$ cat src/rtl/dmem_responder.sv
// Data-memory responder: word storage behind a wait-state FSM, with alignment/range error reporting.
// Optional byte-lane access is enabled by defining DMEM_BYTE_EN.
module dmem_responder #(
  parameter int DEPTH_LOG2  = 6,
  parameter int WAIT_CYCLES = 2
) (
  input  logic        clk,
  input  logic        reset,
  input  logic        MemReq,
  input  logic        MemWrite,
  input  logic [31:0] Addr,
  input  logic [31:0] WriteData,
`ifdef DMEM_BYTE_EN
  input  logic        ByteAcc,
`endif
  output logic [31:0] ReadData,
  output logic        MemReady,
  output logic        MemBusy,
  output logic        MemErr
);

  localparam int         DEPTH     = 1 << DEPTH_LOG2;
  localparam logic [3:0] WAIT_INIT = 4'(WAIT_CYCLES);

  typedef enum logic [1:0] {S_IDLE, S_WAIT, S_RESP} state_t;

  state_t      state, next_state;
  logic [3:0]  cnt;
  logic        accept;

  logic        write_q;
  logic [31:0] addr_q;
  logic [31:0] wdata_q;
  logic        misaligned;
  logic        out_of_range;
  logic        err;
  logic        commit;
  logic [DEPTH_LOG2-1:0] word_idx;
  logic [31:0] rd_word;
  logic [31:0] load_val;

  logic [31:0] mem [DEPTH];

  assign accept = (state == S_IDLE) && MemReq;

  always_ff @(posedge clk) begin
    if (reset) state <= S_IDLE;
    else       state <= next_state;
  end

  always_comb begin
    next_state = state;
    case (state)
      S_IDLE: if (MemReq) next_state = (WAIT_CYCLES > 0) ? S_WAIT : S_RESP;
      S_WAIT: if (cnt <= 4'd1) next_state = S_RESP;
      S_RESP: next_state = S_IDLE;
      default: next_state = S_IDLE;
    endcase
  end

  always_ff @(posedge clk) begin
    if (reset)                 cnt <= 4'd0;
    else if (accept)           cnt <= WAIT_INIT;
    else if (state == S_WAIT)  cnt <= cnt - 4'd1;
  end

  // Request fields are captured once at acceptance; the requester may change them afterwards.
  always_ff @(posedge clk) begin
    if (accept) begin
      write_q <= MemWrite;
      addr_q  <= Addr;
      wdata_q <= WriteData;
    end
  end

`ifdef DMEM_BYTE_EN
  logic       byte_q;
  logic [4:0] lane_sh;

  always_ff @(posedge clk) begin
    if (accept) byte_q <= ByteAcc;
  end

  assign lane_sh    = {addr_q[1:0], 3'b000};
  assign misaligned = (addr_q[1:0] != 2'b00) && !byte_q;
  assign load_val   = byte_q ? {24'd0, rd_word[lane_sh +: 8]} : rd_word;
`else
  assign misaligned = (addr_q[1:0] != 2'b00);
  assign load_val   = rd_word;
`endif

  assign out_of_range = |addr_q[31:DEPTH_LOG2+2];
  assign err          = misaligned || out_of_range;
  assign word_idx     = addr_q[DEPTH_LOG2+1:2];
  assign rd_word      = mem[word_idx];

  // A reset coinciding with RESP still cancels the store.
  assign commit = (state == S_RESP) && write_q && !err && !reset;

  always_ff @(posedge clk) begin
    if (commit) begin
`ifdef DMEM_BYTE_EN
      if (byte_q) mem[word_idx][lane_sh +: 8] <= wdata_q[7:0];
      else        mem[word_idx]               <= wdata_q;
`else
      mem[word_idx] <= wdata_q;
`endif
    end
  end

  assign MemReady = (state == S_RESP);
  assign MemBusy  = (state != S_IDLE);
  assign MemErr   = MemReady && err;
  assign ReadData = (MemReady && !err) ? load_val : 32'd0;

endmodule

$ cat config.mk
export PLATFORM = sky130hd
export DESIGN_NAME = dmem_responder
export DESIGN_NICKNAME = d
export VERILOG_FILES = /design/src/rtl/dmem_responder.sv
export SDC_FILE = /design/constraint.sdc
export NUM_CORES = 2
export LEC_CHECK = 0
export CELL_PAD_IN_SITES_DETAIL_PLACEMENT = 1
export CELL_PAD_IN_SITES_GLOBAL_PLACEMENT = 1
export CORE_ASPECT_RATIO = 2
export CORE_MARGIN = 10
export CORE_UTILIZATION = 33
export CTS_CLUSTER_DIAMETER = 100
export DETAILED_ROUTE_END_ITERATION = 8
export PLACE_DENSITY = 0.62
export SLEW_MARGIN = 0
export SYNTH_ARGS = -nofsm -noshare
export SYNTH_HDL_FRONTEND = slang
export SYNTH_SLANG_ARGS = --single-unit
$ cat constraint.sdc
create_clock -name clk -period 5.6 [get_ports clk]
set_input_delay 1.12 -clock clk [delete_from_list [all_inputs] [get_ports clk]]
set_output_delay 1.12 -clock clk [all_outputs]
set_load 0.02 [all_outputs]
# == Yosys cells after proc, flatten, opt, wreduce, memory -nomap -nowiden ==
# Memories as Yosys holds them, arrays and structs flattened. A register that Yosys moved wholly into a read port is not among the register bits.
# Index checks and enable logic that the tools add are counted.
# W data, S select, Z words.
# classes
addsub,1
order_cmp,1
n_eq_ne,4
muxes,9
n_reduce_logical,16
# ops
op,n
$mux W32,1
$reduce_or A24 Y1,1
$mux W2,4
$logic_and A1 B1 Y1,6
$mux W6,1
$reduce_bool A2 Y1,3
$le A4 B1 Y1 const B,1
$ne A2 B2 Y1 const B,2
$pmux W2 S2,1
$sub A4 B1 Y4 const B,1
$eq A2 B1 Y1 const B,1
$eq A2 B2 Y1 const B,1
$logic_not A1 Y1,2
$logic_not A2 Y1,1
$mux W1,2
$reduce_and A2 Y1,1
$reduce_or A2 Y1,1
$logic_or A1 B1 Y1,1
# word_totals
register_bits,71
ram_bits,2048
input_bits,68
output_inout_bits,35
word_cells,38
n_memories,1
# memory_table
memory,words,word_bits,read_ports,rd_ports_with_merged_regs,wr,line,text
mem,64,32,1,1,1,42,logic [31:0] mem [DEPTH];

# == Longest topological paths before layout ==
# depth
depth_word,7
ltp_mapped,11
ltp_nobuf,6

# == Worst setup path before layout ==
# Ideal clock, no wire load.
# synth_path
kind,input to register
from,input port MemReq
to,register with a tool-made name
setup_time_ps,126
arrival_ps,3829
required_ps,5474
setup_slack_ps,1644
cell_stages,4
path_buffers,1
cell_sequence,inv_1 -> nor2_1 -> clkbuf_1 -> mux2_2
# synth_rtl
item,line,text
from (decl),9,"input logic MemReq,"

==> summary.md <==
| Metric | Value |
|---|---|
| Nets | 4048 |
| Slew HR | 0.1889 |
| PnR worst setup slack | 0.04392 ns |
| H-tree depth | 4 |
| Crit path max fanout | 29 |
| Hold Vio Cnt, Final | 0 |
| DRT Wirelength | about 260 mm |
| EDFF count, synth | 2113 |
| Routed Antenna Nets | 0 |
| Skew final | 0.05763 ns |
| Static leakage | 29.27 nW |
| Power per cell area | 358.3 mW/mm^2 |
| Vias/cell | ~5.5 |
| Syn_area_per_cell | 22.76 sq um |
| # clock sinks | 2125 |
| Worst endpoint required time | 4.48 ns |
| Drt initial violations | 4236 |
| Post-synth top flop | edfxtp_1 |
| Min cycle time layout | 5.556 ns |
| CTS tree | built |
| Netlist cell types | 68 |
| Share of layout cells above drive strength 1 | 0.2756 |
| DR DRC count | 0 |
| Final GP Congestion | 0.8046 |
| Synth warn | 0 |
| WHS | 0.5573 ns |
| Critical path arrival | 4.44 ns |
| Ports | around 100 |
| Most common cell after layout, fill and taps aside | edfxtp_1 |
| Final setup vio count | 0 |
| Gate power share | 0.102 |
| Worst R2R Start | addr_q[21] |
| Mapped cell area | around 0.082 sq mm |
| Gr ovfl total | 0 |
| Cells after DPL | approximately 7000 |
| Final Max Slew Viols | 0 |
| GRT Total Usage | 0.1880 |
| Buffers on Ports | roughly 100 |
| RR Endpoint | mem[43][19] |
| Post-synth ARST share | 0 |
| Gate Count Post-Synth | 3586 |
| Post-synthesis sequential area ratio | 0.7804 |
| Worst Setup End Kind | output pin |
| Post-Layout Cell Count | approximately 7400 |
| Die outline width | 371.7 microns |
| Worst-margin pin slew | 1.206 ns |
| Max clock buf depth | 4 |
| #FFs+latches synth | 2125 |
| Critical path class | flip-flop to output pin |
| Clock slew at reported path FFs | 0.07 ns |
| Initial antenna violation count | 9 |
| Status | complete, no violations |
| Final setup TNS | 0 ns |
| FMAX | 180.0 MHz |
| Clock latency on the worst-skew pair | 0.88 ns |
| First-pass GRT wire length | 354.6 mm |
| Cell count of the worst reg-to-reg path | 7 |
| Row count | ~260 |
| Area of the die | 0.2688 sq mm |
| Post-place setup slack | 0.3530 ns |
| RSZ-0062 raised after global routing | false |
| Largest net degree at the start of global routing | between 60 and 70 |
| Critical Path Source Type | flip-flop |
| Sw Ratio | 0.2375 |
| Internal Pwr Total | 0.02587 W |
| CTS Hold Bufs | 0 |
| Reg2Reg Setup Slack | 1.87 ns |
| Starting Density | 0.3309 |
| Core area | 0.2466 sq mm |
| Commonest cells after routing, fill and taps aside | 2113 x edfxtp_1, 464 x mux4_2, 230 x buf_4 |
| CTS Buf Count | 188 |
| Detail Placement HPWL | 155.8 mm |
| Hold Path Class | flip-flop to flip-flop |
| Vias in the first global route | around 43000 |
| Worst setup path endpoint | ReadData[1] |
| First drt pass iteration count | 5 |
| Fin crit share | 0.9922 |
| Worst VDD drop | 0.2210 mV |
| Number of fill cells | 23580 |
| Via count | 40750 |
| Post-Synthesis Net Count | 3656 |
| Psw | 0.008061 W |
| Clk pwr share | 0.376 |
| Number of max-cap violations | 0 |
| Sequential power share | 0.522 |
| Root Buffer | clkbuf_16 |
| Area grow syn2layout | 16.03% |
| Avg WL per Cell | roughly 35 microns |
| Die Y | just over 700 microns |
## state kept, by name (all words and copies together) (netlist names), named ones only
register  flops
addr_q       32
cnt           4
mem        2048
state         2
wdata_q      32
write_q       1
## per-layer routing
metal | track usage | part of all wire | up-vias | wire (microns)
met2 | 0.3446 | 0.54 | 1725 | 137700
met4 | 0.08600 | 0.052 | 4 | 13300
met1 | 0.2175 | 0.35 | 22500 | 90960
li1 | - | - | 16040 | -
met5 | 0 | 0.000086 | - | 22
met3 | 0.02155 | 0.056 | 485 | 14450
## power by group through the flow
stage | logic [W] | clock network (W) | registers, W
2_1_floorplan | 0.00196 | 0 | 0.0182
3_3_place_gp | 0.00334 | 0 | 0.0181
3_5_place_dp | 0.00340 | 0 | 0.0181
4_1_cts | 0.00349 | 0.0130 | 0.0177
5_1_grt | 0.00362 | 0.0135 | 0.0177
6_report | 0.00347 | 0.0128 | 0.0177
## worst min-delay path by stage
| stage | from | to | slack, ns | depth (start not counted) |
|---|---|---|---|---|
| finish | cnt[1] | cnt[1] | 0.56 | 2 |
| CTS | cnt[1] | cnt[1] | 0.55 | 2 |
| detailed placement | cnt[1] | cnt[1] | 0.53 | 2 |
| floorplan | cnt[1] | cnt[1] | 0.48 | 2 |
| global placement | cnt[1] | cnt[1] | 0.51 | 2 |
| global route | cnt[1] | cnt[1] | 0.60 | 2 |
## metrics by stage
stage | area, sq um | power (W) | util
floorplan | 81620 | 0.02014 | -
global placement | 88710 | 0.02142 | 0.3597
detailed placement | 88710 | 0.02149 | 0.3597
CTS | 94670 | 0.03417 | 0.3839
global route | 94690 | 0.03484 | 0.3839
finish | 94700 | 0.03393 | 0.3840
## synth_stat cells, types with 3 or more instances
library cell | instances | area (sq um)
a311oi_1 | 5 | 43.79
buf_8 | 13 | 195.2
o21ai_1 | 14 | 70.07
a221oi_2 | 5 | 75.07
nor4_1 | 12 | 75.07
edfxtp_1 | 2113 | 63450
nor2_1 | 118 | 442.9
mux4_1 | 29 | 762.0
nand2b_1 | 12 | 75.07
dfxtp_1 | 12 | 240.2
mux4_2 | 464 | 10450
a221o_1 | 15 | 150.1
buf_4 | 31 | 232.7
or2_2 | 3 | 18.77
o22ai_1 | 22 | 137.6
mux2i_1 | 148 | 1481
a211o_1 | 3 | 26.28
a21oi_1 | 53 | 265.3
o31ai_1 | 5 | 37.54
a31oi_1 | 14 | 87.58
a22oi_1 | 50 | 375.4
and2_1 | 19 | 118.9
inv_1 | 8 | 30.03
clkbuf_1 | 48 | 180.2
nand3b_1 | 6 | 45.04
a22o_1 | 6 | 52.55
buf_2 | 56 | 280.3
a211oi_1 | 33 | 247.7
o21ai_0 | 25 | 125.1
nor2b_1 | 18 | 112.6
nand3_1 | 14 | 70.07
nand2_1 | 52 | 195.2
nor3_1 | 30 | 150.1
a2111oi_0 | 6 | 52.55
o221ai_1 | 5 | 43.79
buf_6 | 18 | 202.7
a221oi_1 | 19 | 166.4
buf_12 | 14 | 280.3
mux2_2 | 15 | 168.9
o211ai_1 | 4 | 30.03
buf_1 | 10 | 37.54
## worst max-delay path, stage by stage, from the launching register on
cell	delay, ns
dfxtp_4	0.72
buf_4	0.56
mux4_2	0.58
mux2i_1	0.23
o22ai_1	0.13
o21ai_0	0.39
o21a_1	0.25
nor2_2	0.10
clkdlybuf4s50_1	0.59
## area by class of cell
class / count / area, sq um / share of cell area
clock inverters: 97 / 887.1 / 0.009367
multi-input cells: 1259 / 17030 / 0.1798
inverters: 9 / 36.28 / 0.0003831
well taps: 3250 / 4066 / 0.04294
diodes: 7 / 17.52 / 0.0001850
flip-flops and latches: 2125 / 63710 / 0.6727
clock buffers: 226 / 4868 / 0.05141
repair buffers: 395 / 4091 / 0.04320
## repair_timing
item,CTS,global route
gates resized for setup,10,4
endpoints found under the setup margin,25,4
buffers inserted,9,0
gates cloned,1,0
pin swaps,0,1
## kinds of logic after synthesis
kind of cell    count (synthesis)  share of synthesized area
fa+ha+maj                       2                  0.0003065
simple gates                  293                    0.01676
compound gates                305                    0.02675
xor+xnor                        3                  0.0003220
buf+inv                       202                    0.01792
flops                        2125                     0.7804
mux                           656                     0.1576
Power figures use the tool's default switching activity.
